**config.mk**
```make
export PLATFORM = sky130hd
export DESIGN_NAME = multi_posedge_counter
export DESIGN_NICKNAME = d
export VERILOG_FILES = /design/src/rtl/multi_posedge_counter.sv
export SDC_FILE = /design/constraint.sdc
export NUM_CORES = 1
export LEC_CHECK = 0
export ABC_AREA = 1
export BUFFER_PORTS_ARGS = -buffer_cell sky130_fd_sc_hd__buf_2
export CORE_AREA = 2 2 134 136
export CTS_BUF_LIST = sky130_fd_sc_hd__clkbuf_4 sky130_fd_sc_hd__clkbuf_8 sky130_fd_sc_hd__clkbuf_16
export DETAILED_ROUTE_END_ITERATION = 12
export DIE_AREA = 0 0 136 138
export GPL_TIMING_DRIVEN = 0
export HOLD_SLACK_MARGIN = 0.02
export PLACE_DENSITY = 0.78
export SKIP_LAST_GASP = 1
export SYNTH_ARGS = -nofsm -noshare
export SYNTH_HDL_FRONTEND = slang
export SYNTH_SLANG_ARGS = --single-unit
```
**constraint.sdc**
```tcl
create_clock -name clk -period 2.2 [get_ports clk]
set_input_delay 0.44 -clock clk [delete_from_list [all_inputs] [get_ports clk]]
set_output_delay 0.44 -clock clk [all_outputs]
set_load 0.01 [all_outputs]
```
**src/rtl/multi_posedge_counter.sv**
```systemverilog
// N-channel rising-edge counter with continuous (en-gated) and windowed modes,
// per-channel overflow flags and a snapshot of window results.
module multi_posedge_counter #(
  parameter int N_CH      = 4,
  parameter int CNT_WIDTH = 16,
  parameter int WIN_WIDTH = 32,
  parameter int SATURATE  = 1
) (
  input  logic                      clk,
  input  logic                      rst_n,
  input  logic                      mode,
  input  logic                      en,
  input  logic                      start,
  input  logic                      clr,
  input  logic [WIN_WIDTH-1:0]      win_len,
  input  logic [N_CH-1:0]           in,
  output logic [N_CH*CNT_WIDTH-1:0] cnt,
  output logic [N_CH*CNT_WIDTH-1:0] snap,
  output logic [N_CH-1:0]           ovf,
  output logic                      busy,
  output logic                      done
);

  typedef enum logic {IDLE, RUN} state_e;

  state_e                             state_q, state_d;
  logic [N_CH-1:0]                    in_d_q;
  logic [N_CH-1:0][CNT_WIDTH-1:0]     cnt_q, cnt_d;
  logic [N_CH-1:0][CNT_WIDTH-1:0]     snap_q, snap_d;
  logic [N_CH-1:0]                    ovf_q, ovf_d;
  logic [WIN_WIDTH-1:0]               timer_q, timer_d;
  logic                               done_q, done_d;

  logic [N_CH-1:0] rise;
  logic            active;

  assign rise   = in & ~in_d_q;
  assign active = (state_q == RUN) || (!mode && en);

  always_comb begin
    // NOTE: every variable gets a default first so no path can infer a latch.
    state_d = state_q;
    cnt_d   = cnt_q;
    snap_d  = snap_q;
    ovf_d   = ovf_q;
    timer_d = timer_q;
    done_d  = 1'b0;

    if (clr) begin
      cnt_d   = '0;
      ovf_d   = '0;
      state_d = IDLE;
    end else if (state_q == IDLE && mode && start) begin
      cnt_d   = '0;
      ovf_d   = '0;
      timer_d = (win_len == '0) ? WIN_WIDTH'(1) : win_len;
      state_d = RUN;
    end else begin
      if (active) begin
        for (int i = 0; i < N_CH; i++) begin
          if (rise[i]) begin
            if (&cnt_q[i]) begin
              ovf_d[i] = 1'b1;
              if (SATURATE == 0) cnt_d[i] = '0;
            end else begin
              cnt_d[i] = cnt_q[i] + CNT_WIDTH'(1);
            end
          end
        end
      end
      // Snapshot takes the post-increment value so the last window edge is included.
      if (state_q == RUN) begin
        if (timer_q == WIN_WIDTH'(1)) begin
          state_d = IDLE;
          snap_d  = cnt_d;
          done_d  = 1'b1;
        end else begin
          timer_d = timer_q - WIN_WIDTH'(1);
        end
      end
    end
  end

  // NOTE: sequential state uses non-blocking assignments so all registers
  // update together from the values present before the edge.
  always_ff @(posedge clk or negedge rst_n) begin
    if (!rst_n) begin
      state_q <= IDLE;
      in_d_q  <= '1;  // an input already high at reset release is not an edge
      cnt_q   <= '0;
      snap_q  <= '0;
      ovf_q   <= '0;
      timer_q <= '0;
      done_q  <= 1'b0;
    end else begin
      state_q <= state_d;
      in_d_q  <= in;
      cnt_q   <= cnt_d;
      snap_q  <= snap_d;
      ovf_q   <= ovf_d;
      timer_q <= timer_d;
      done_q  <= done_d;
    end
  end

  assign cnt  = cnt_q;
  assign snap = snap_q;
  assign ovf  = ovf_q;
  assign busy = (state_q == RUN);
  assign done = done_q;

endmodule
```
* Word level (Yosys, flattened, before mapping) *
Index checks and enable logic that the tools add are counted.

storage, ports and cells
  bits in registers = 170

cells by class
  mux-type cells = 34
  eq/ne operators = 2
  add/subtract/negate cells = 5
  bitwise gates (word level) = 5
  reductions and logical operators = 26

operators by type and width
  cell                                                   number
  two-way mux 64 bit                                     3
  two-way mux 16 bit                                     8
  two-way mux 32 bit                                     4
  adder 16 x 1 -> 16 bit (second input constant)         4
  AND reduction 16 bit                                   4
  equality test 32 x 1 -> 1 bit (second input constant)  1
  logical NOT 32 bit                                     1
  subtractor 32 x 1 -> 32 bit (second input constant)    1
  nonzero test 3 bit                                     9
  two-way mux 1 bit                                      16
  AND reduction 3 bit                                    5
  two-way mux 4 bit                                      3
  AND 4 bit                                              1
  inverter 4 bit                                         1
  AND reduction 4 bit                                    1
  logical AND 1 bit                                      3
  inverter 1 bit                                         3
  inequality test 2 bit (second input constant)          1
  nonzero test 2 bit                                     1
  logical NOT 1 bit                                      1
  logical OR 1 bit                                       1

* Depth between registers and ports, before layout *
Gate-level depths: netlist of the first run.

  depth after elaboration = 6
  gate-level depth with buffers = 13

* Worst setup path after synthesis of the first run *
OpenSTA, ideal clock, no wires.

  path kind = flip-flop to flip-flop
  start point = register cnt_q (netlist bit cnt[48])
  end point = register snap_q (netlist bit snap[56])
  clock period less this slack = 1,658 ps
  slack = 542 ps
  buffers on the path = 0
  data arrival time = 1,541 ps
  stages on the path, launching flop included = 12
  library setup time = 117 ps
  cell sequence = dfrtp_1 > ha_1 > nand3_1 > inv_1 > nand2_1 > nor2_2 > nand2_2 > nand2_1 > o21ai_0 > nand2_1 > nand2_1 > nand2_1

between the ends
  word-level cells in the longest chain between the ends = 4

ends and longest elaborated chain
  element                                                                RTL line  source
  start: declaration                                                     28        logic [N_CH-1:0][CNT_WIDTH-1:0] cnt_q, cnt_d;
  start signal: assignment                                               98        cnt_q <= cnt_d;
  adder 16 x 1 -> 16 bit / AND reduction 16 bit (equally long branches)  66, 62
  two-way mux 16 bit *                                                   62        if (&cnt_q[i]) begin
  two-way mux 16 bit *                                                   61        if (rise[i]) begin
  two-way mux 64 bit *                                                   59        if (active) begin
  end signal: assignment                                                 99        snap_q <= snap_d;
  end: declaration                                                       29        logic [N_CH-1:0][CNT_WIDTH-1:0] snap_q, snap_d;

Mark *: on every way between the ends. The rest lies on a longest branch, timed or not.
A chain may end at the register's enable or synchronous reset.

==> reports/qor.yml, run 1 <==
ys_types: 39
wl_per_cell_um: 15.8
clkPwrFrac: 0.363
hold_path_end: "in_d_q[3]"
min_from: "in[3]"
ys_seq_area_frac: 0.456
path_clk_slew_ps: 70
wl_met3_um: 2170
place_area_mm2: 0.0105
critPathCaptureType: "register"
antenna_found_initial: 0
min-delay-path-class: "input port to register"
status: "complete, no violations"
hold_viol: 0
r2r-end: "cnt[40]"
cts.sinks: 170
relSlewSlack: 0.495
layout-drive-gt1-share: 0.170
numCtsBuffers: 17
die_x_um: 136
diodes: 0
rsz0062_at_grt: "false"
power.density_mw_per_mm2: 778
fin_crit_sh: 0.967
skew_ps: 10.2
synth_area_per_cell_um2: 7.10
overflow: 0
routed.top_layer: "met4"
r2r_slack_ps: 70
cts_buffer_depth: 2
avgViaCountPerCell: 5.35
synth_nets: 1364
report.final.slew_viol_count: 0
clk_latency_ps: 440
cp.arrival_ps: 2390
cts_tree: "done"
power.switching_uw: 2830
die_area_mm2: 0.0188
power_leakage_uw: 0.00599
reg2reg_depth: 6
coreArea_mm2: 0.0175
fin_crit_ps: 2130
worstPathMaxFanout: 10
dr_wl_met2_um: 13600
drt_iter0_drc: 693
path_class: "register to register"
io_pins: 176
first_pass_iters: 5
clock-root-buffer: "clkbuf_16"
fmaxAchievable_ghz: 0.470
power.total_uw: 8690
holdWs_ps: 117
nets: 1560
syn_to_final_growth_pct: 19.5
via_count: 9382
p_int_uw: 5860
seqPwrFrac: 0.426
tightest_slew_ps: 758
grt_max_degree: 96
cp.required_ps: 2470
yosys_warnings: 0
die_h_um: 138
drc: 0
ys_ff_latch: 170
hpwl_um: 20500
portBuffers: 175
final_area_mm2: 0.0112
p_comb_frac: 0.212
wl_met1_um: 11400
wirelength_um: 27800
vdd_ir_drop_max_mv: 0.533
globalRouteTotalUtil: 0.299
drv_cap: 0
synth_cells: 1316
cts_setup_buffers: 0
initial_core_util: 0.533
ant_nets: 0
row_count: 49
n_fill_cell: 1647
grt_pass1_vias: 8697
regToRegStartpoint: "busy"
syn-cell-area_mm2: 0.00934
cp-start-kind: "register"
synthFlopType: "dfrtp_1"
synth_edf_count: 0
switching_share: 0.326
async_reset_ff_frac: 1.00
h-tree-depth: 4
gp_congestion: 0.949
finalSetupViolations: 0
holdPathStages: 1
grt_pass1_wl_um: 44300
[placed cells by master (no fill, tap or decap), types with 4 or more instances in the layout]
cell type / Yosys / final
or2_2: 4 / 4
nand4_1: 32 / 32
a21oi_1: 28 / 28
clkbuf_1: 13 / 12
o21ai_0: 42 / 42
buf_6: 4 / 4
clkbuf_16: 0 / 17
nand3_1: 127 / 127
dfstp_2: 4 / 4
nand2_1: 449 / 449
inv_1: 149 / 149
ha_1: 6 / 6
buf_2: 15 / 189
o21bai_1: 8 / 8
nor3_1: 4 / 4
nor2_2: 8 / 10
o21ai_1: 40 / 40
nor2_1: 166 / 164
dfrtp_1: 166 / 166
xor2_1: 15 / 15
[synth_stat cells, drive strengths merged (3+ instances only)]
cell,number,area (um2)
xor2,15,131
dfrtp,166,4150
nor2,176,696
dfstp,4,105
nor3,5,36.3
nand3b,3,22.5
nand4,36,259
o21ai,82,410
or2,6,37.5
o21a,3,22.5
o2111ai,3,26.3
inv,151,567
xnor2,3,26.3
a21oi,28,140
nand3,127,636
nand2,452,1710
clkbuf,13,48.8
buf,23,143
o21bai,8,60.1
ha,6,75.1
[stage by stage]
| stage | utilization | setup WS, ps | std cells | setup TNS, ps |
|---|---|---|---|---|
| 4_1_cts | 0.636 | 131 | 1754 | 0 |
| 5_1_grt | 0.637 | 16.5 | 1754 | 0 |
| 2_1_floorplan | - | 542 | 1316 | 0 |
| 6_report | 0.637 | 73.3 | 1754 | 0 |
| 3_3_place_gp | 0.599 | -1980 | 1720 | -330470 |
| 3_5_place_dp | 0.601 | -75.9 | 1721 | -233 |
[registers in the layout, summed over array words and instances, names as in the netlist]
signal   flops
snap        64
done         1
ovf          4
busy         1
in_d_q       4
cnt         64
timer_q     32
[layout make-up]
type	instances	area (um2)	area share
Inverter	152	571	0.0511
Clock inverter	11	146	0.0131
Clock buffer	21	462	0.0413
Sequential cell	170	4260	0.381
Buffer	36	193	0.0173
Tap cell	229	287	0.0257
Timing Repair Buffer	177	923	0.0827
Multi-Input combinational cell	958	4330	0.387
[critical path, stage by stage (launching register included)]
cell and delay, ps:
dfrtp_1 390, inv_1 120, nand3_1 110, clkbuf_1 300, nand2_1 300, clkbuf_1 610, a21oi_1 120
[power groups by stage]
stage	sequential, uW	combinational (uW)	clock, uW
3_3_place_gp	3740	1760	0
5_1_grt	3740	2090	3280
2_1_floorplan	3690	1260	0
6_report	3700	1840	3150
4_1_cts	3690	1820	3160
3_5_place_dp	3740	1800	0
[kinds of logic after synthesis]
family / count (synthesis) / synth area share
compound gates: 126 / 0.0721
xor+xnor: 18 / 0.0169
fa+ha+maj: 6 / 0.00804
buf+inv: 188 / 0.0816
flops: 170 / 0.456
simple gates: 808 / 0.366
[worst max path at each step]
stage | slack, ps | cells after the start | end | start
5_1_grt | 20 | 6 | cnt[50] | busy
3_3_place_gp | -1980 | 1 | timer_q[17] | rst_n
2_1_floorplan | 540 | 11 | snap[56] | cnt[48]
3_5_place_dp | -80 | 11 | snap[40] | mode
6_report | 70 | 6 | cnt[40] | busy
4_1_cts | 130 | 9 | snap[40] | busy
[timing repair]
action | in CTS | in global routing
hold buffers | 1 | 0
hold endpoints to repair | 40 | 0
resized for setup | 0 | 4
setup endpoints to repair | 0 | 6
[per-layer routing]
| metal | track usage | vias to the layer above |
|---|---|---|
| met4 | 0.0965 | 0 |
| met3 | 0.0517 | 47 |
| met5 | 0 | - |
| met1 | 0.391 | 4409 |
| li1 | - | 4557 |
| met2 | 0.505 | 369 |
Power figures use the tool's default switching activity.
==> inputs of run 2 (changes only) <==
--- a/config.mk
+++ b/config.mk
@@ -7,13 +7,13 @@
 export LEC_CHECK = 0
 export ABC_AREA = 1
 export BUFFER_PORTS_ARGS = -buffer_cell sky130_fd_sc_hd__buf_2
-export CORE_AREA = 2 2 134 136
+export CORE_AREA = 2 2 110 165
 export CTS_BUF_LIST = sky130_fd_sc_hd__clkbuf_4 sky130_fd_sc_hd__clkbuf_8 sky130_fd_sc_hd__clkbuf_16
 export DETAILED_ROUTE_END_ITERATION = 12
-export DIE_AREA = 0 0 136 138
+export DIE_AREA = 0 0 112 167
 export GPL_TIMING_DRIVEN = 0
 export HOLD_SLACK_MARGIN = 0.02
-export PLACE_DENSITY = 0.78
+export PLACE_DENSITY = 0.87
 export SKIP_LAST_GASP = 1
 export SYNTH_ARGS = -nofsm -noshare
 export SYNTH_HDL_FRONTEND = slang
==> constraint.sdc (replaced) <==
create_clock -name clk -period 2.65 [get_ports clk]
set_input_delay 0.53 -clock clk [delete_from_list [all_inputs] [get_ports clk]]
set_output_delay 0.53 -clock clk [all_outputs]
set_load 0.01 [all_outputs]
==> reports/qor.yml, run 2 (synthesis gave the netlist of run 1 again) <==
drc: 0  # unchanged
cp_top_family: "simple AND/OR/NAND/NOR gates"
clock-root-buffer: "clkbuf_16"
regArea_mm2: 0.00426  # unchanged
grt_pass1_wl_um: 44200  # -0.16%
die_x_um: 112  # -18%
met1_usage: 0.339  # -0.0519
status: "complete, no violations"
via_count: 9475  # +0.99%
met3_usage: 0.0520  # +0.000333
cp_common_cell: "nand2_1"
path_class: "register to register"
cp.buffers_inverters: 2  # -1
fin_crit_ps: 2210  # +79.9 ps
clk_latency_ps: 430  # about the same
hpwl_um: 20800  # +1.4%
cp.arrival_ps: 2520  # +130 ps
cts_buffer_depth: 2  # unchanged
diodes: 0  # unchanged
cts_setup_buffers: 0  # unchanged
drt_iter0_drc: 872  # +26%
n_fill_cell: 1556  # -5.5%
vdd_ir_drop_max_mv: 0.570  # +7.0%
worstPathMaxFanout: 6  # -4
die_area_mm2: 0.0187  # -0.34%
layout_common_cells: "nand2_1 (449), buf_2 (189), nor2_1 (166), dfrtp_1 (166), inv_1 (149)"
reg2reg_depth: 11  # +5
coreArea_mm2: 0.0173  # -1.5%
rsz0062_at_grt: "false"
multi_input_area_mm2: 0.00432  # -0.12%
ctsResizeCount: 0  # unchanged
cp-start-kind: "register"
ant_nets: 0  # unchanged
r2r-end: "timer_q[18]"
fin_crit_sh: 0.833  # -0.134
cts_hold_buffers: 0  # -1
critPathCaptureType: "register"
first_pass_iters: 5  # unchanged
h-tree-depth: 4  # unchanged
tightest_slew_ps: 706  # -51.8 ps
nets: 1559  # -0.064%
r2r_slack_ps: 440  # +370 ps
regToRegStartpoint: "timer_q[0]"
place_area_mm2: 0.0105  # -0.19%
portBuffers: 175  # unchanged
syn_to_final_growth_pct: 19.1
path_cells: "inv_1, ha_1, inv_1, nor2_1, nand2_1, nor2_1, nand2_1, nand3_1, nand2_1, nand2_1, nand2_1"
avgViaCountPerCell: 5.45  # +2.0%
cp.required_ps: 2970  # +500 ps
antenna_found_initial: 0  # unchanged
min-delay-path-class: "input port to asynchronous set/reset pin"
globalRouteTotalUtil: 0.296  # -0.00350
grt_pass1_vias: 8984  # +3.3%
gp_congestion: 0.945  # -0.50%
grt_max_degree: 99  # +3.1%
top_usage_layer: "met2"
skew_ps: 14.9  # +4.72 ps
wl_per_cell_um: 15.8  # -0.32%
cts.sinks: 170  # unchanged
relSlewSlack: 0.529  # +0.0345
die_h_um: 167  # +21%
report.final.slew_viol_count: 0  # unchanged
finalSetupViolations: 0  # unchanged
initial_core_util: 0.541  # +0.00803
hold_viol: 0  # unchanged
setup_tns_ps: 0  # unchanged
overflow: 0  # unchanged
numCtsBuffers: 17  # unchanged
power.density_mw_per_mm2: 645  # -17%
row_count: 59  # +20%
cts_tree: "done"
critical-path-max-stage-delay_ps: 510  # -100 ps
layout-drive-gt1-share: 0.169  # -0.00186
final_common_cell: "nand2_1"
fmaxAchievable_ghz: 0.453  # -3.6%
drv_cap: 0  # unchanged
power_leakage_uw: 0.00597  # -0.23%
path_clk_slew_ps: 70  # about the same
wirelength_um: 27400  # -1.3%
io_pins: 176  # unchanged
use_met2: 0.537  # +0.0321
slowest_stage: "nor2_1"
final_area_mm2: 0.0111  # -0.35%
-- run 2: cell types whose count changed in the layout (fill, tap and decap cells not counted), sizes merged --
| cell | before | now |
|---|---|---|
| clkinvlp | 2 | 3 |
| bufinv | 3 | 2 |
| clkinv | 6 | 3 |
| inv | 152 | 155 |
| dlygate4sd3 | 1 | 0 |
-- run 2: how the worst max path moves through the flow --
stage               start           to  slack [ps]  cells past startpoint
6_report       timer_q[0]  timer_q[18]         440                     11
5_1_grt        timer_q[0]  timer_q[18]         330                     11
3_3_place_gp        rst_n  timer_q[18]       -1590                      1
4_1_cts        timer_q[0]  timer_q[18]         540                     11
3_5_place_dp         mode      snap[8]         340                     11
2_1_floorplan     cnt[48]     snap[56]         990                     11
-- run 2: layer usage --
layer / vias to the layer above / routed length, um
met5: - / 0
met4: 0 / 969
met3: 70 / 1870
met2: 376 / 14300
met1: 4460 / 10200
li1: 4569 / -
-- run 2: report_power, final --
| part | switching (uW) | total (uW) | internal [uW] |
|---|---|---|---|
| Sequential | 251 | 3080 | 2830 |
| Clock | 1090 | 2580 | 1490 |
| Combinational | 1030 | 1520 | 493 |
| Total | 2370 | 7170 | 4810 |
-- run 2: metrics by stage --
step	hold WS [ps]	std cells	worst slack, ps	utilization	power (uW)
finish	35.8	1737	443	0.644	7170
floorplan	234	1316	992	-	4110
CTS	61.0	1737	536	0.644	7160
detailed placement	461	1705	340	0.609	4610
global route	88.7	1737	332	0.644	7530
global placement	457	1704	-1590	0.607	4560
-- run 2: area by class of cell --
cell class	instances	area share
sequential	170	0.383
buffer	36	0.0172
clock inverter	11	0.0118
tap	213	0.0240
inverter	152	0.0513
timing repair buffer	176	0.0821
multi-input combinational	958	0.388
clock buffer	21	0.0426
